$ cat config.mk
export PLATFORM = sky130hd
export DESIGN_NAME = tage_update_buf
export DESIGN_NICKNAME = d
export VERILOG_FILES = /design/src/rtl/tage_update_buf.sv
export SDC_FILE = /design/constraint.sdc
export NUM_CORES = 1
export LEC_CHECK = 0
export BUFFER_PORTS_ARGS = -buffer_cell sky130_fd_sc_hd__buf_2
export CAP_MARGIN = 10
export CORE_MARGIN = 8
export CORE_UTILIZATION = 56
export DETAILED_ROUTE_END_ITERATION = 10
export MAX_ROUTING_LAYER = met4
export PLACE_DENSITY = 0.78
export SLEW_MARGIN = 25
export SYNTH_ARGS = -nofsm -noshare
export SYNTH_HDL_FRONTEND = slang
export SYNTH_SLANG_ARGS = --single-unit
$ cat constraint.sdc
create_clock -name clk -period 5.26 [get_ports clk]
set_clock_uncertainty 0.1 [all_clocks]
set_input_delay 1.052 -clock clk [delete_from_list [all_inputs] [get_ports clk]]
set_output_delay 1.052 -clock clk [all_outputs]
set_load 0.1 [all_outputs]
$ cat src/rtl/tage_update_buf.sv
// In-order update buffer between fetch/execute and the TAGE update port.
// Optional same-cycle head bypass on resolve: define TAGE_UPD_BYPASS_EN.
module tage_update_buf #(
  parameter int unsigned DEPTH = 8,
  parameter int unsigned TAG_W = $clog2(DEPTH)
) (
  input  logic             clk,
  input  logic             rst,
  input  logic             alloc_valid,
  output logic             alloc_ready,
  input  logic [31:0]      alloc_pc,
  input  logic [1:0]       alloc_pred,
  output logic [TAG_W-1:0] alloc_tag,
  input  logic             resolve_valid,
  input  logic [TAG_W-1:0] resolve_tag,
  input  logic             resolve_taken,
  input  logic             flush_valid,
  input  logic [TAG_W-1:0] flush_tag,
  output logic             update_valid,
  output logic [31:0]      update_pc,
  output logic             update_taken,
  output logic [1:0]       update_pred,
  output logic [TAG_W:0]   count
);

  localparam int unsigned CNT_W = TAG_W + 1;

  typedef enum logic [1:0] {
    ST_FREE = 2'd0,
    ST_WAIT = 2'd1,
    ST_DONE = 2'd2
  } ent_st_e;

  ent_st_e          st_q   [DEPTH];
  ent_st_e          st_n   [DEPTH];
  logic [31:0]      pc_q   [DEPTH];
  logic [1:0]       pred_q [DEPTH];
  logic             taken_q[DEPTH];

  logic [TAG_W-1:0] head_q, head_n;
  logic [TAG_W-1:0] tail_q, tail_n;
  logic [CNT_W-1:0] cnt_q, cnt_n;

  logic             alloc_fire;
  logic             res_fire;
  logic             flush_fire;
  logic             drain;
  logic             byp;
  logic             drain_taken;
  logic [TAG_W-1:0] flush_off;
  logic [TAG_W-1:0] res_off;

  assign alloc_ready = (cnt_q != CNT_W'(DEPTH));
  assign alloc_tag   = tail_q;
  assign count       = cnt_q;

  // Event decode and next state, all from pre-edge state.
  always_comb begin
    flush_off   = TAG_W'(flush_tag - head_q);
    res_off     = TAG_W'(resolve_tag - head_q);
    flush_fire  = flush_valid && (st_q[flush_tag] != ST_FREE);
    alloc_fire  = alloc_valid && alloc_ready && !flush_valid;
    res_fire    = resolve_valid && (st_q[resolve_tag] == ST_WAIT) &&
                  (!flush_fire || (res_off <= flush_off));
`ifdef TAGE_UPD_BYPASS_EN
    byp         = res_fire && (resolve_tag == head_q);
`else
    byp         = 1'b0;
`endif
    drain       = (st_q[head_q] == ST_DONE) || byp;
    drain_taken = byp ? resolve_taken : taken_q[head_q];

    st_n = st_q;
    if (res_fire) st_n[resolve_tag] = ST_DONE;
    if (drain)    st_n[head_q]      = ST_FREE;
    // Squash everything younger than the flushed entry; the head always survives.
    if (flush_fire) begin
      for (int i = 0; i < int'(DEPTH); i++) begin
        if (TAG_W'(TAG_W'(i) - head_q) > flush_off) st_n[TAG_W'(i)] = ST_FREE;
      end
    end
    if (alloc_fire) st_n[tail_q] = ST_WAIT;

    head_n = head_q + TAG_W'(drain);
    if (flush_fire) begin
      tail_n = flush_tag + TAG_W'(1);
      cnt_n  = CNT_W'(flush_off) + CNT_W'(1) - CNT_W'(drain);
    end else begin
      tail_n = tail_q + TAG_W'(alloc_fire);
      cnt_n  = cnt_q + CNT_W'(alloc_fire) - CNT_W'(drain);
    end
  end

  // Pointers, entry states and the registered update port.
  always_ff @(posedge clk) begin
    if (rst) begin
      head_q       <= '0;
      tail_q       <= '0;
      cnt_q        <= '0;
      update_valid <= 1'b0;
      update_pc    <= '0;
      update_taken <= 1'b0;
      update_pred  <= '0;
      for (int i = 0; i < int'(DEPTH); i++) st_q[i] <= ST_FREE;
    end else begin
      head_q       <= head_n;
      tail_q       <= tail_n;
      cnt_q        <= cnt_n;
      st_q         <= st_n;
      update_valid <= drain;
      if (drain) begin
        update_pc    <= pc_q[head_q];
        update_pred  <= pred_q[head_q];
        update_taken <= drain_taken;
      end
    end
  end

  // Payload storage; validity is tracked by st_q, so no reset needed.
  always_ff @(posedge clk) begin
    if (alloc_fire) begin
      pc_q[tail_q]   <= alloc_pc;
      pred_q[tail_q] <= alloc_pred;
    end
    if (res_fire) taken_q[resolve_tag] <= resolve_taken;
  end

endmodule

==> qor.log, run 1 <==
[floorplanning] horizontal extent of the die 173 microns
[routing] mean routed wirelength per cell 23.3 microns
[critical_path] arrival time at the worst endpoint 4060 ps
[logic_synthesis] Yosys warning count 0
[clock_tree] # clock sinks 342
[finish] top library cells by usage in the layout, fill and taps aside sky130_fd_sc_hd__edfxtp_1 (280), sky130_fd_sc_hd__buf_2 (89), sky130_fd_sc_hd__nand2_1 (83)
[timing] actual transition at the worst max-transition pin 955 ps
[routing] number of DRC violations after detailed routing 0
[power] worst vdd rail ir drop 0.000307 V
[grt] largest net degree at the start of global routing 73
[grt] vias in the first global route 8161
[routing] Total Wirelength 30.2 mm
[grt] GRT overflow 0
[power] ratio of total power to cell area 370 mW/mm^2
[clock_tree] number of levels the H-tree was split into 2
[clock_tree] TritonCTS clock tree yes
[logic_synthesis] post-synthesis net count 927
[grt] Overall Global Routing Usage 20.7%
[timing] total negative setup slack 0 ps
[clock_tree] Clock Latency Late Sink 510 ps
[timing] final worst setup slack 1490 ps
[clock_tree] CTS max path bufs 3
[critical_path] CP Launch Point head_q[1]$_SDFF_PP0_
[timing] Max Clock Freq 265 MHz
[logic_synthesis] share of synthesized registers carrying an async set or reset 0%
[critical_path] endpoint of the most critical register-to-register path st_q[7]$_SDFF_PP0_
[logic_synthesis] prevailing post-synth register cell sky130_fd_sc_hd__edfxtp_1
[critical_path] crit end category register
[routing] via count of the routed design 7904
[critical_path] startpoint of the worst register-to-register path head_q[1]$_SDFF_PP0_
[floorplanning] area enclosed by the die boundary 0.0301 sq mm
[place] RePlAce Congestion 0.958
[clock_tree] # Post-CTS Setup Buffers 0
[routing] Detailed Routing Iterations Pass 1 5
[critical_path] kind of start point of the critical path register
[grt] initial antenna violation count 2
[finish] net count reported at finish 1022
[critical_path] ordered cell list for the critical path clkinv_1 > buf_4 > fa_1 > inv_1 > ha_1 > nor2b_1 > o21ai_0 > a21oi_1 > o21bai_2 > nand3_1 > a2111oi_1
[logic_synthesis] post-synthesis cell count 850
[floorplanning] die height 173 microns
[place] port buffer count 89
[logic_synthesis] syn avg cell area 16.3 sq um
[critical_path] endpoint of the worst setup timing path st_q[7]$_SDFF_PP0_
[finish] Area growth syn-to-layout 14.1%
[timing] final worst-path cycle share 71.6%
[floorplanning] initial core utilization 57.1%
[floorplanning] Core Rows 57
[timing] Period minus WS final 3770 ps
[run] # Max-Cap Violations 0
[place] post-placement worst setup slack 1170 ps
[logic_synthesis] fraction of the yosys area taken by sequential cells 69.5%
[timing] RSZ-0062 raised after global routing false
[run_status] result of the run finished clean
[logic_synthesis] EDFF count, synth 280
[critical_path] cells on worst reg2reg path 11
[critical_path] flop2flop setup slack 1490 ps
[logic_synthesis] count of distinct cell types in the synthesized netlist 60
[floorplanning] area of the core 0.0243 sq mm
[grt] global-route wire length before repair 47.2 mm
[floorplanning] num ports 90
[clock_tree] Clk pin slew, worst setup/hold paths 70 ps
[timing] Hold Violations, Final 0
[timing] final number of max-transition violations 0
[routing] Detail Route Antenna Nets 0
[routing] DRC marker count from the first detailed-route iteration 640
[critical_path] Critical Path Fanout Max 22
[timing] Setup-failing EPs final 0
[clock_tree] number of resized instances in the post-cts repair step 0
[power] leakage power 0.00541 uW
[critical_path] Slowest Stage Delay on Critical Path 650 ps
[critical_path] critical path's slowest cell sky130_fd_sc_hd__dfxtp_2
[routing] via density per instance 6.09
[clock_tree] number of buffers inserted for hold repair after clock tree synthesis 0
[critical_path] Req. time, crit path 5550 ps
[place] post-detail-place hpwl 18.0 mm
[critical_path] Worst Setup Path Type reg -> reg
[clock_tree] clock buffers created by TritonCTS 34
[logic_synthesis] FF+latch count, synth 342
[finish] leading cell type in the layout, fill and taps excluded sky130_fd_sc_hd__edfxtp_1
[timing] headroom to the max-slew limit 36.3%
[logic_synthesis] total standard cell area after synthesis 0.0139 sq mm
[finish] share of cells above drive strength 1 24.9%
[clock_tree] buffer type at the clock tree root sky130_fd_sc_hd__clkbuf_16
[worst_hold_path] HP Class reg -> reg
[per-stage QoR]
stage               util, %  std cells  hold slack [ps]  instance area (sq um)  power (uW)
finish                 65.1       1297              395                  15800        5860
CTS                    65.0       1293              398                  15800        5890
detailed placement     60.5       1232              391                  14700        3530
global route           65.1       1296              415                  15800        6020
floorplan                 -        850              358                  13900        3400
global placement       60.5       1232              386                  14700        3520
[power by group]
| part | internal, uW | total (uW) | switching [uW] | leakage [uW] |
|---|---|---|---|---|
| Sequential | 3000 | 3040 | 33.5 | 0.00303 |
| Clock | 1420 | 2380 | 966 | 0.000536 |
| Combinational | 127 | 436 | 310 | 0.00184 |
| Total | 4550 | 5860 | 1310 | 0.00541 |
[layout make-up]
cell class,count,area [sq um]
Tap cell,324,405
Inverter,32,120
Sequential cell,342,9660
Antenna cell,3,7.51
Fill cell,1677,8490
Timing Repair Buffer,106,593
Multi-Input combinational cell,429,3950
Clock buffer,48,955
Clock inverter,13,143
[per-layer routing]
metal / wire length [microns] / part of all wire [%] / vias to the layer above / global-route usage (%)
li1: - / - / 3503 / -
met1: 12400 / 41 / 4043 / 26.7
met4: 611 / 2.0 / 0 / 6.29
met3: 1990 / 6.6 / 45 / 3.53
met2: 15200 / 50 / 313 / 33.5
met5: 0 / 0 / - / -
[cell usage after synthesis (all sizes together), types with 2 or more instances]
cell type / number / area [sq um]
mux2i: 7 / 70.1
o211ai: 2 / 15.0
a211oi: 5 / 37.5
nor4b: 3 / 26.3
nand2: 83 / 312
xor2: 4 / 35.0
dfxtp: 62 / 1240
and2: 3 / 18.8
buf: 22 / 114
a21o: 4 / 30.0
a22oi: 2 / 20.0
a211o: 2 / 17.5
inv: 32 / 120
and3: 3 / 18.8
a311oi: 37 / 324
nor2b: 7 / 43.8
nor3: 9 / 45.0
nand2b: 8 / 50.1
a2111oi: 2 / 18.8
ha: 28 / 350
a21oi: 14 / 70.1
or3: 2 / 12.5
mux4: 70 / 1580
o311ai: 2 / 17.5
o2111a: 3 / 33.8
nor3b: 7 / 52.6
clkbuf: 25 / 96.3
and2b: 3 / 22.5
nand3: 4 / 20.0
o2bb2ai: 3 / 26.3
nand3b: 2 / 15.0
or2: 2 / 12.5
fa: 3 / 60.1
edfxtp: 280 / 8410
nor2: 66 / 255
o22ai: 2 / 12.5
xnor2: 7 / 68.8
nor4: 5 / 31.3
o21ai: 10 / 50.1
or4: 4 / 37.5
[worst min path at each step]
| stage | startpoint | end | cells after the start |
|---|---|---|---|
| finish | update_pc[22]$_SDFFE_PP0P_ | update_pc[22]$_SDFFE_PP0P_ | 2 |
| global route | update_pc[22]$_SDFFE_PP0P_ | update_pc[22]$_SDFFE_PP0P_ | 2 |
| CTS | update_pc[20]$_SDFFE_PP0P_ | update_pc[20]$_SDFFE_PP0P_ | 2 |
| detailed placement | update_taken$_SDFFE_PP0P_ | update_taken$_SDFFE_PP0P_ | 2 |
| global placement | update_pc[31]$_SDFFE_PP0P_ | update_pc[31]$_SDFFE_PP0P_ | 2 |
| floorplan | st_q[15]$_SDFF_PP0_ | st_q[15]$_SDFF_PP0_ | 2 |
[sequential cells by signal, summed over array words and instances (netlist names)]
register	flops
head_q	3
update_pred	2
taken_q	8
alloc_tag	3
pc_q	256
update_pc	32
count	4
pred_q	16
update_taken	1
st_q	16
update_valid	1
[worst max-delay path, delay by kind of cell (launching register included)]
| family | cells | cell delay (ps) |
|---|---|---|
| AOI/OAI and AO/OA | 4 | 1110 |
| adders and majority gates | 2 | 860 |
| DFF | 1 | 650 |
| buffers and inverters | 3 | 600 |
| and+or+nand+nor | 2 | 330 |
[kinds of logic after synthesis]
group,share of synthesized area [%]
AND/OR/NAND/NOR,7.12
adder cells (fa/ha/maj),2.96
flip-flops,69.5
buffers and inverters,2.38
XOR/XNOR,0.748
multiplexers,11.9
AO/OA/AOI/OAI,5.43
Note: power is estimated with default switching activity, not from simulation.
==> run 2: changes to the inputs <==
--- a/config.mk
+++ b/config.mk
@@ -5,13 +5,14 @@
 export SDC_FILE = /design/constraint.sdc
 export NUM_CORES = 1
 export LEC_CHECK = 0
+export ABC_AREA = 1
 export BUFFER_PORTS_ARGS = -buffer_cell sky130_fd_sc_hd__buf_2
 export CAP_MARGIN = 10
 export CORE_MARGIN = 8
-export CORE_UTILIZATION = 56
+export CORE_UTILIZATION = 55
 export DETAILED_ROUTE_END_ITERATION = 10
 export MAX_ROUTING_LAYER = met4
-export PLACE_DENSITY = 0.78
+export PLACE_DENSITY = 0.79
 export SLEW_MARGIN = 25
 export SYNTH_ARGS = -nofsm -noshare
 export SYNTH_HDL_FRONTEND = slang
==> constraint.sdc (replaced) <==
create_clock -name clk -period 3.2 [get_ports clk]
set_clock_uncertainty 0.1 [all_clocks]
set_input_delay 0.64 -clock clk [delete_from_list [all_inputs] [get_ports clk]]
set_output_delay 0.64 -clock clk [all_outputs]
set_load 0.1 [all_outputs]
==> qor.log, run 2 <==
[clock_tree] # Post-CTS Setup Buffers 0 [unchanged]
[timing] final number of max-transition violations 0 [unchanged]
[critical_path] kind of start point of the critical path register [unchanged]
[logic_synthesis] area fraction of the dominant cell type after synthesis 58.5% [was 60.6%]
[power] total power consumption of the routed design 9450 uW [was 5860 uW]
[timing] Max Clock Freq 369 MHz [was 265 MHz]
[logic_synthesis] syn avg cell area 11.1 sq um [was 16.3 sq um]
[timing] final worst-path cycle share 84.7% [was 71.6%]
[logic_synthesis] count of distinct cell types in the synthesized netlist 35 [was 60]
[critical_path] arrival time at the worst endpoint 3000 ps [was 4060 ps]
[worst_hold_path] launch instance of the worst min-delay path alloc_pc[0] [was update_pc[22]$_SDFFE_PP0P_]
[floorplanning] Core Rows 59 [was 57]
[logic_synthesis] dominant cell by count in the synthesized netlist sky130_fd_sc_hd__edfxtp_1 [unchanged]
[routing] via count of the routed design 10100 [was 7904]
[routing] Total Wirelength 34.0 mm [was 30.2 mm]
[worst_hold_path] number of instances on the worst hold path 1 [was 2]
[timing] actual transition at the worst max-transition pin 978 ps [was 955 ps]
[critical_path] Req. time, crit path 3490 ps [was 5550 ps]
[finish] register with the most flip-flops pc_q [unchanged]
[finish] share of cells above drive strength 1 15.2% [was 24.9%]
[routing] mean routed wirelength per cell 19.6 microns [was 23.3 microns]
[grt] initial antenna violation count 4 [was 2]
[routing] via density per instance 5.82 [was 6.09]
[worst_hold_path] endpoint with the worst hold slack pc_q[0][0]$_DFFE_PP_ [was update_pc[22]$_SDFFE_PP0P_]
[floorplanning] die height 178 microns [was 173 microns]
[timing] Period minus WS final 2710 ps [was 3770 ps]
[logic_synthesis] prevailing post-synth register cell sky130_fd_sc_hd__edfxtp_1 [unchanged]
[grt] Overall Global Routing Usage 21.9% [was 20.7%]
[floorplanning] horizontal extent of the die 178 microns [was 173 microns]
[grt] largest net degree at the start of global routing 96 [was 73]
[routing] Detailed Routing Iterations Pass 1 5 [unchanged]
[floorplanning] area of the core 0.0258 sq mm [was 0.0243 sq mm]
[place] Placed Instances 1670 [was 1232]
[clock_tree] TritonCTS clock tree yes [unchanged]
[critical_path] flop2flop setup slack 490 ps [was 1490 ps]
[place] post-detail-place hpwl 18.9 mm [was 18.0 mm]
[clock_tree] CTS max path bufs 3 [unchanged]
[power] ratio of total power to cell area 583 mW/mm^2 [was 370 mW/mm^2]
[logic_synthesis] total standard cell area after synthesis 0.0144 sq mm [was 0.0139 sq mm]
[critical_path] startpoint of the worst register-to-register path head_q[0]$_SDFF_PP0_ [was head_q[1]$_SDFF_PP0_]
[finish] number of filler cells placed in the layout 1973 [was 1677]
[timing] Setup-failing EPs final 0 [unchanged]
[finish] Area growth syn-to-layout 12.9% [was 14.1%]
[logic_synthesis] EDFF count, synth 280 [unchanged]
[critical_path] Worst Setup Path Type reg -> reg [unchanged]
[place] RePlAce Congestion 0.892 [was 0.958]
[floorplanning] area enclosed by the die boundary 0.0315 sq mm [was 0.0301 sq mm]
[logic_synthesis] Yosys warning count 0 [unchanged]
[critical_path] cells on worst reg2reg path 16 [was 11]
[grt] GRT overflow 0 [unchanged]
[floorplanning] num ports 90 [unchanged]
[finish] post-route insts no fill 1737 [was 1297]
[clock_tree] # clock sinks 342 [unchanged]
[floorplanning] initial core utilization 55.6% [was 57.1%]
[routing] number of DRC violations after detailed routing 0 [unchanged]
[place] port buffer count 89 [unchanged]
[logic_synthesis] post-synthesis net count 1371 [was 927]
[logic_synthesis] top cells by area, synth sky130_fd_sc_hd__edfxtp_1 (59%), sky130_fd_sc_hd__dfxtp_1 (8.6%), sky130_fd_sc_hd__o21ai_0 (5.7%) [was sky130_fd_sc_hd__edfxtp_1 (61%), sky130_fd_sc_hd__mux4_2 (11%), sky130_fd_sc_hd__dfxtp_1 (8.9%)]
[run] # Max-Cap Violations 0 [unchanged]
[finish] top library cells by usage in the layout, fill and taps aside sky130_fd_sc_hd__edfxtp_1 (280), sky130_fd_sc_hd__nand2_1 (187), sky130_fd_sc_hd__nor2_1 (168) [was sky130_fd_sc_hd__edfxtp_1 (280), sky130_fd_sc_hd__buf_2 (89), sky130_fd_sc_hd__nand2_1 (83)]
[power] worst vdd rail ir drop 0.000424 V [was 0.000307 V]
[grt] vias in the first global route 9848 [was 8161]
[clock_tree] number of levels the H-tree was split into 2 [unchanged]
[logic_synthesis] fraction of the yosys area taken by sequential cells 67.2% [was 69.5%]
[logic_synthesis] share of synthesized registers carrying an async set or reset 0% [unchanged]
[clock_tree] buffer type at the clock tree root sky130_fd_sc_hd__clkbuf_16 [unchanged]
[logic_synthesis] Commonest cells post-synth sky130_fd_sc_hd__edfxtp_1 (280), sky130_fd_sc_hd__nand2_1 (188), sky130_fd_sc_hd__nor2_1 (168), sky130_fd_sc_hd__o21ai_0 (163), sky130_fd_sc_hd__inv_1 (71) [was sky130_fd_sc_hd__edfxtp_1 (280), sky130_fd_sc_hd__nand2_1 (83), sky130_fd_sc_hd__mux4_2 (70), sky130_fd_sc_hd__nor2_1 (65), sky130_fd_sc_hd__dfxtp_1 (62)]
[timing] RSZ-0062 raised after global routing false [unchanged]
[clock_tree] Clock Latency Late Sink 520 ps [was 510 ps]
[timing] total negative setup slack 0 ps [unchanged]
[critical_path] crit end category register [unchanged]
[logic_synthesis] post-synthesis cell count 1294 [was 850]
[logic_synthesis] largest area contributor in the netlist sky130_fd_sc_hd__edfxtp_1 [unchanged]
[finish] net count reported at finish 1449 [was 1022]
[power] leakage power 0.00617 uW [was 0.00541 uW]
[timing] Hold Violations, Final 0 [unchanged]
[clock_tree] Clk pin slew, worst setup/hold paths 60 ps [was 70 ps]
[routing] DRC marker count from the first detailed-route iteration 1052 [was 640]
[critical_path] Critical Path Fanout Max 13 [was 22]
[logic_synthesis] FF+latch count, synth 342 [unchanged]
[finish] biggest registers after layout pc_q (256), update_pc (32) [unchanged]
[grt] global-route wire length before repair 52.7 mm [was 47.2 mm]
[run_status] result of the run finished clean [unchanged]
[finish] total area of multi-input combinational cells 0.00406 sq mm [was 0.00395 sq mm]
[clock_tree] number of buffers inserted for hold repair after clock tree synthesis 0 [unchanged]
[finish] max reg flops 256 [unchanged]
[finish] combined flip-flop and latch cell area 0.00966 sq mm [about the same]
[routing] Detail Route Antenna Nets 0 [unchanged]
[critical_path] endpoint of the most critical register-to-register path st_q[14]$_SDFF_PP0_ [was st_q[7]$_SDFF_PP0_]
[worst_hold_path] HP Class in -> reg [was reg -> reg]
[timing] headroom to the max-slew limit 34.8% [was 36.3%]
[finish] leading cell type in the layout, fill and taps excluded sky130_fd_sc_hd__edfxtp_1 [unchanged]
[clock_tree] clock buffers created by TritonCTS 35 [was 34]
[clock_tree] number of resized instances in the post-cts repair step 0 [unchanged]
run 2: metal layers:
layer	wire, microns	global-route usage (%)	vias up	part of all wire, %
met3	3070	4.28	75	9.0
met2	16300	35.0	503	48
li1	-	-	4710	-
met1	13700	27.4	4818	40
met5	0	-	-	0
met4	942	8.58	0	2.8
run 2: per-stage QoR:
step                setup slack, ps  util, %  cell area [sq um]  hold WS (ps)
finish                          490     62.8              16200           282
global route                    263     62.8              16200           269
CTS                             502     62.7              16200           266
detailed placement              155     58.4              15100           391
global placement                204     58.4              15100           392
floorplan                      37.7        -              14400           366
run 2: logic make-up after synthesis:
kind of cell / Yosys count / synth area share (%)
flip-flops: 342 / 67.2
adder cells (fa/ha/maj): 31 / 2.86
AND/OR/NAND/NOR: 434 / 12.7
XOR/XNOR: 8 / 0.540
AO/OA/AOI/OAI: 324 / 12.2
buffers and inverters: 155 / 4.61
run 2: critical path, stage by stage, from the launching register on:
cell                       delay [ps]
sky130_fd_sc_hd__dfxtp_4          450
sky130_fd_sc_hd__ha_1             240
sky130_fd_sc_hd__inv_1             70
sky130_fd_sc_hd__fa_1             500
sky130_fd_sc_hd__inv_1            120
sky130_fd_sc_hd__ha_1             320
sky130_fd_sc_hd__inv_1             50
sky130_fd_sc_hd__o21bai_1         180
sky130_fd_sc_hd__nand2_1           80
sky130_fd_sc_hd__nand2_1           70
sky130_fd_sc_hd__nand2_1           50
sky130_fd_sc_hd__nand2_1           50
sky130_fd_sc_hd__nand2_1           80
sky130_fd_sc_hd__nand2_1           70
sky130_fd_sc_hd__nor2_1            40
sky130_fd_sc_hd__nand2_1           80
sky130_fd_sc_hd__a21oi_2           40
run 2: how the worst max path moves through the flow:
stage	cells after the start	endpoint	from
2_1_floorplan	13	count[2]$_SDFF_PP0_	count[3]$_SDFF_PP0_
3_3_place_gp	13	taken_q[3]$_DFFE_PP_	flush_tag[0]
3_5_place_dp	13	taken_q[5]$_DFFE_PP_	flush_tag[0]
4_1_cts	11	taken_q[5]$_DFFE_PP_	head_q[0]$_SDFF_PP0_
5_1_grt	16	st_q[14]$_SDFF_PP0_	head_q[0]$_SDFF_PP0_
6_report	16	st_q[14]$_SDFF_PP0_	head_q[0]$_SDFF_PP0_
run 2: layout make-up:
type	instances	area share (%)
antenna	4	0.0617
inverter	81	1.91
tap	335	2.58
clock inverter	13	0.517
multi-input combinational	797	25.0
sequential	342	59.6
timing repair buffer	115	3.95
clock buffer	50	6.37
run 2: power by group:
group	total [uW]	switching, uW	internal, uW
combinational	597	445	152
sequential	4950	33.9	4920
clock	3900	1640	2260
total	9450	2120	7330
==> run 3: changes to the inputs <==
==> constraint.sdc (replaced) <==
create_clock -name clk -period 2.24 [get_ports clk]
set_clock_uncertainty 0.1 [all_clocks]
set_input_delay 0.448 -clock clk [delete_from_list [all_inputs] [get_ports clk]]
set_output_delay 0.448 -clock clk [all_outputs]
set_load 0.1 [all_outputs]
==> qor.log, run 3 (synthesized netlist as in run 2, its figures left out) <==
[routing] Total Wirelength 36.1 mm [was 34.0 mm]
[place] port buffer count 89 [unchanged]
[power] total power consumption of the routed design 13600 uW [was 9450 uW]
[grt] GRT overflow 0 [unchanged]
[timing] Period minus WS final 2470 ps [was 2710 ps]
[timing] headroom to the max-slew limit 40.1% [was 34.8%]
[critical_path] endpoint of the most critical register-to-register path st_q[8]$_SDFF_PP0_ [was st_q[14]$_SDFF_PP0_]
[routing] highest metal layer used by the detailed router met4 [unchanged]
[finish] total area of multi-input combinational cells 0.00442 sq mm [was 0.00406 sq mm]
[critical_path] arrival time at the worst endpoint 2760 ps [was 3000 ps]
[clock_tree] CTS max path bufs 3 [unchanged]
[worst_hold_path] launch instance of the worst min-delay path alloc_pc[7] [was alloc_pc[0]]
[clock_tree] buffer type at the clock tree root sky130_fd_sc_hd__clkbuf_16 [unchanged]
[place] post-placement worst setup slack -483 ps [was 155 ps]
[timing] final worst setup slack -228 ps [was 490 ps]
[critical_path] Worst Setup Path Type reg -> reg [unchanged]
[finish] top library cells by usage in the layout, fill and taps aside sky130_fd_sc_hd__edfxtp_1 (280), sky130_fd_sc_hd__nand2_1 (176), sky130_fd_sc_hd__nor2_1 (165) [was sky130_fd_sc_hd__edfxtp_1 (280), sky130_fd_sc_hd__nand2_1 (187), sky130_fd_sc_hd__nor2_1 (168)]
[timing] final worst-path cycle share 110% [was 84.7%]
[critical_path] Req. time, crit path 2530 ps [was 3490 ps]
[place] RePlAce Congestion 0.908 [was 0.892]
[routing] via density per instance 5.90 [was 5.82]
[finish] register with the most flip-flops pc_q [unchanged]
[routing] Detailed Routing Iterations Pass 1 5 [unchanged]
[finish] combined flip-flop and latch cell area 0.00968 sq mm [was 0.00966 sq mm]
[routing] via count of the routed design 10500 [was 10100]
[critical_path] crit end category register [unchanged]
[finish] max reg flops 256 [unchanged]
[routing] number of DRC violations after detailed routing 0 [unchanged]
[grt] vias in the first global route 10200 [was 9848]
[run_status] violations in the final reports setup timing
[finish] share of cells above drive strength 1 23.0% [was 15.2%]
[grt] largest net degree at the start of global routing 100 [was 96]
[grt] initial antenna violation count 6 [was 4]
[power] ratio of total power to cell area 790 mW/mm^2 [was 583 mW/mm^2]
[clock_tree] number of levels the H-tree was split into 2 [unchanged]
[finish] leading cell type in the layout, fill and taps excluded sky130_fd_sc_hd__edfxtp_1 [unchanged]
[worst_hold_path] number of instances on the worst hold path 1 [unchanged]
[clock_tree] Clock Latency Late Sink 510 ps [was 520 ps]
[clock_tree] Clk pin slew, worst setup/hold paths 70 ps [was 60 ps]
[floorplanning] initial core utilization 55.6% [unchanged]
[floorplanning] Core Rows 59 [unchanged]
[timing] total negative setup slack -4010 ps [was 0 ps]
[grt] Overall Global Routing Usage 22.6% [was 21.9%]
[finish] Area growth syn-to-layout 19.9% [was 12.9%]
[worst_hold_path] HP Class in -> reg [unchanged]
[place] post-detail-place hpwl 19.8 mm [was 18.9 mm]
[critical_path] cells on worst reg2reg path 16 [unchanged]
[clock_tree] clock buffers created by TritonCTS 36 [was 35]
[critical_path] Critical Path Fanout Max 5 [was 13]
[clock_tree] TritonCTS clock tree yes [unchanged]
[timing] Max Clock Freq 405 MHz [was 369 MHz]
[run_status] result of the run finished, violations left [was finished clean]
[run] # Max-Cap Violations 0 [unchanged]
[critical_path] flop2flop setup slack -230 ps [was 490 ps]
[floorplanning] die height 178 microns [unchanged]
[timing] final number of max-transition violations 0 [unchanged]
[finish] net count reported at finish 1497 [was 1449]
[routing] length of routed met3 wiring 3.37 mm [was 3.07 mm]
[timing] actual transition at the worst max-transition pin 898 ps [was 978 ps]
[timing] RSZ-0062 raised after global routing true [was false]
[power] leakage power 0.00638 uW [was 0.00617 uW]
[floorplanning] area enclosed by the die boundary 0.0315 sq mm [unchanged]
[power] worst vdd rail ir drop 0.000786 V [was 0.000424 V]
[timing] Setup-failing EPs final 26 [was 0]
[routing] Detail Route Antenna Nets 0 [unchanged]
[floorplanning] area of the core 0.0258 sq mm [unchanged]
[floorplanning] num ports 90 [unchanged]
[worst_hold_path] endpoint with the worst hold slack pc_q[0][7]$_DFFE_PP_ [was pc_q[0][0]$_DFFE_PP_]
[timing] Hold Violations, Final 0 [unchanged]
[routing] met1 wire length 14.1 mm [was 13.7 mm]
[grt] global-route wire length before repair 54.1 mm [was 52.7 mm]
[floorplanning] horizontal extent of the die 178 microns [unchanged]
[clock_tree] # clock sinks 342 [unchanged]
[critical_path] kind of start point of the critical path register [unchanged]
[routing] DRC marker count from the first detailed-route iteration 1259 [was 1052]
[routing] met2 wire len 17.6 mm [was 16.3 mm]
[finish] biggest registers after layout pc_q (256), update_pc (32) [unchanged]
[routing] mean routed wirelength per cell 20.2 microns [was 19.6 microns]
[critical_path] startpoint of the worst register-to-register path head_q[0]$_SDFF_PP0_ [unchanged]
[finish] number of filler cells placed in the layout 1768 [was 1973]
[run 3: per-layer routing]
metal | up-vias | track usage, %
met4 | 0 | 8.93
met1 | 5068 | 27.8
met2 | 562 | 36.6
met5 | - | -
li1 | 4822 | -
met3 | 90 | 4.15
[run 3: how the worst max path moves through the flow]
stage | startpoint | endpoint | slack (ps) | depth (start not counted)
4_1_cts | head_q[0]$_SDFF_PP0_ | taken_q[2]$_DFFE_PP_ | -200 | 11
2_1_floorplan | head_q[1]$_SDFF_PP0_ | taken_q[0]$_DFFE_PP_ | -330 | 13
5_1_grt | head_q[0]$_SDFF_PP0_ | st_q[8]$_SDFF_PP0_ | -380 | 16
3_3_place_gp | flush_tag[0] | taken_q[0]$_DFFE_PP_ | -410 | 13
3_5_place_dp | flush_tag[0] | st_q[10]$_SDFF_PP0_ | -480 | 16
6_report | head_q[0]$_SDFF_PP0_ | st_q[8]$_SDFF_PP0_ | -230 | 16
[run 3: area by class of cell]
| class | count | share of cell area, % |
|---|---|---|
| sequential | 342 | 56.2 |
| inverter | 81 | 2.07 |
| timing repair inverter | 1 | 0.0508 |
| tap | 335 | 2.43 |
| multi-input combinational | 797 | 25.6 |
| antenna | 6 | 0.0871 |
| clock inverter | 16 | 0.842 |
| clock buffer | 48 | 5.49 |
| timing repair buffer | 161 | 7.23 |
[run 3: worst max-delay path, stage by stage, from the launching register on]
cell and delay (ps):
sky130_fd_sc_hd__dfxtp_4 390, sky130_fd_sc_hd__ha_4 150, sky130_fd_sc_hd__inv_2 30, sky130_fd_sc_hd__fa_2 550, sky130_fd_sc_hd__inv_4 80, sky130_fd_sc_hd__ha_4 280, sky130_fd_sc_hd__inv_2 40, sky130_fd_sc_hd__o21bai_1 110
sky130_fd_sc_hd__nand2_1 90, sky130_fd_sc_hd__nand2_1 70, sky130_fd_sc_hd__nand2_1 60, sky130_fd_sc_hd__o21ai_1 80, sky130_fd_sc_hd__nand2_1 90, sky130_fd_sc_hd__nand2_1 70, sky130_fd_sc_hd__nor2_1 40, sky130_fd_sc_hd__nand2_1 70
sky130_fd_sc_hd__a21oi_2 50
[run 3: where the power goes]
group / internal (uW) / switching, uW
combinational: 297 / 696
clock: 3220 / 2320
sequential: 7030 / 55.5
[run 3: through the flow]
stage                     util, %  cell area [sq um]  instances  hold slack, ps
final                        66.7              17200       1787             108
after global routing         66.7              17200       1786             107
after CTS                    66.1              17100       1780            93.0
after detailed placement     60.4              15600       1698             402
after global placement       60.4              15600       1698             394
after floorplan                 -              14600       1294             366
[run 3: timing repair]
item	CTS	global route
gates resized for setup	49	26
setup endpoints to repair	39	33
endpoints found under the hold margin	0	0
hold buffers	0	0
cloned	3	1
buffers inserted	15	0
pin swaps	34	20
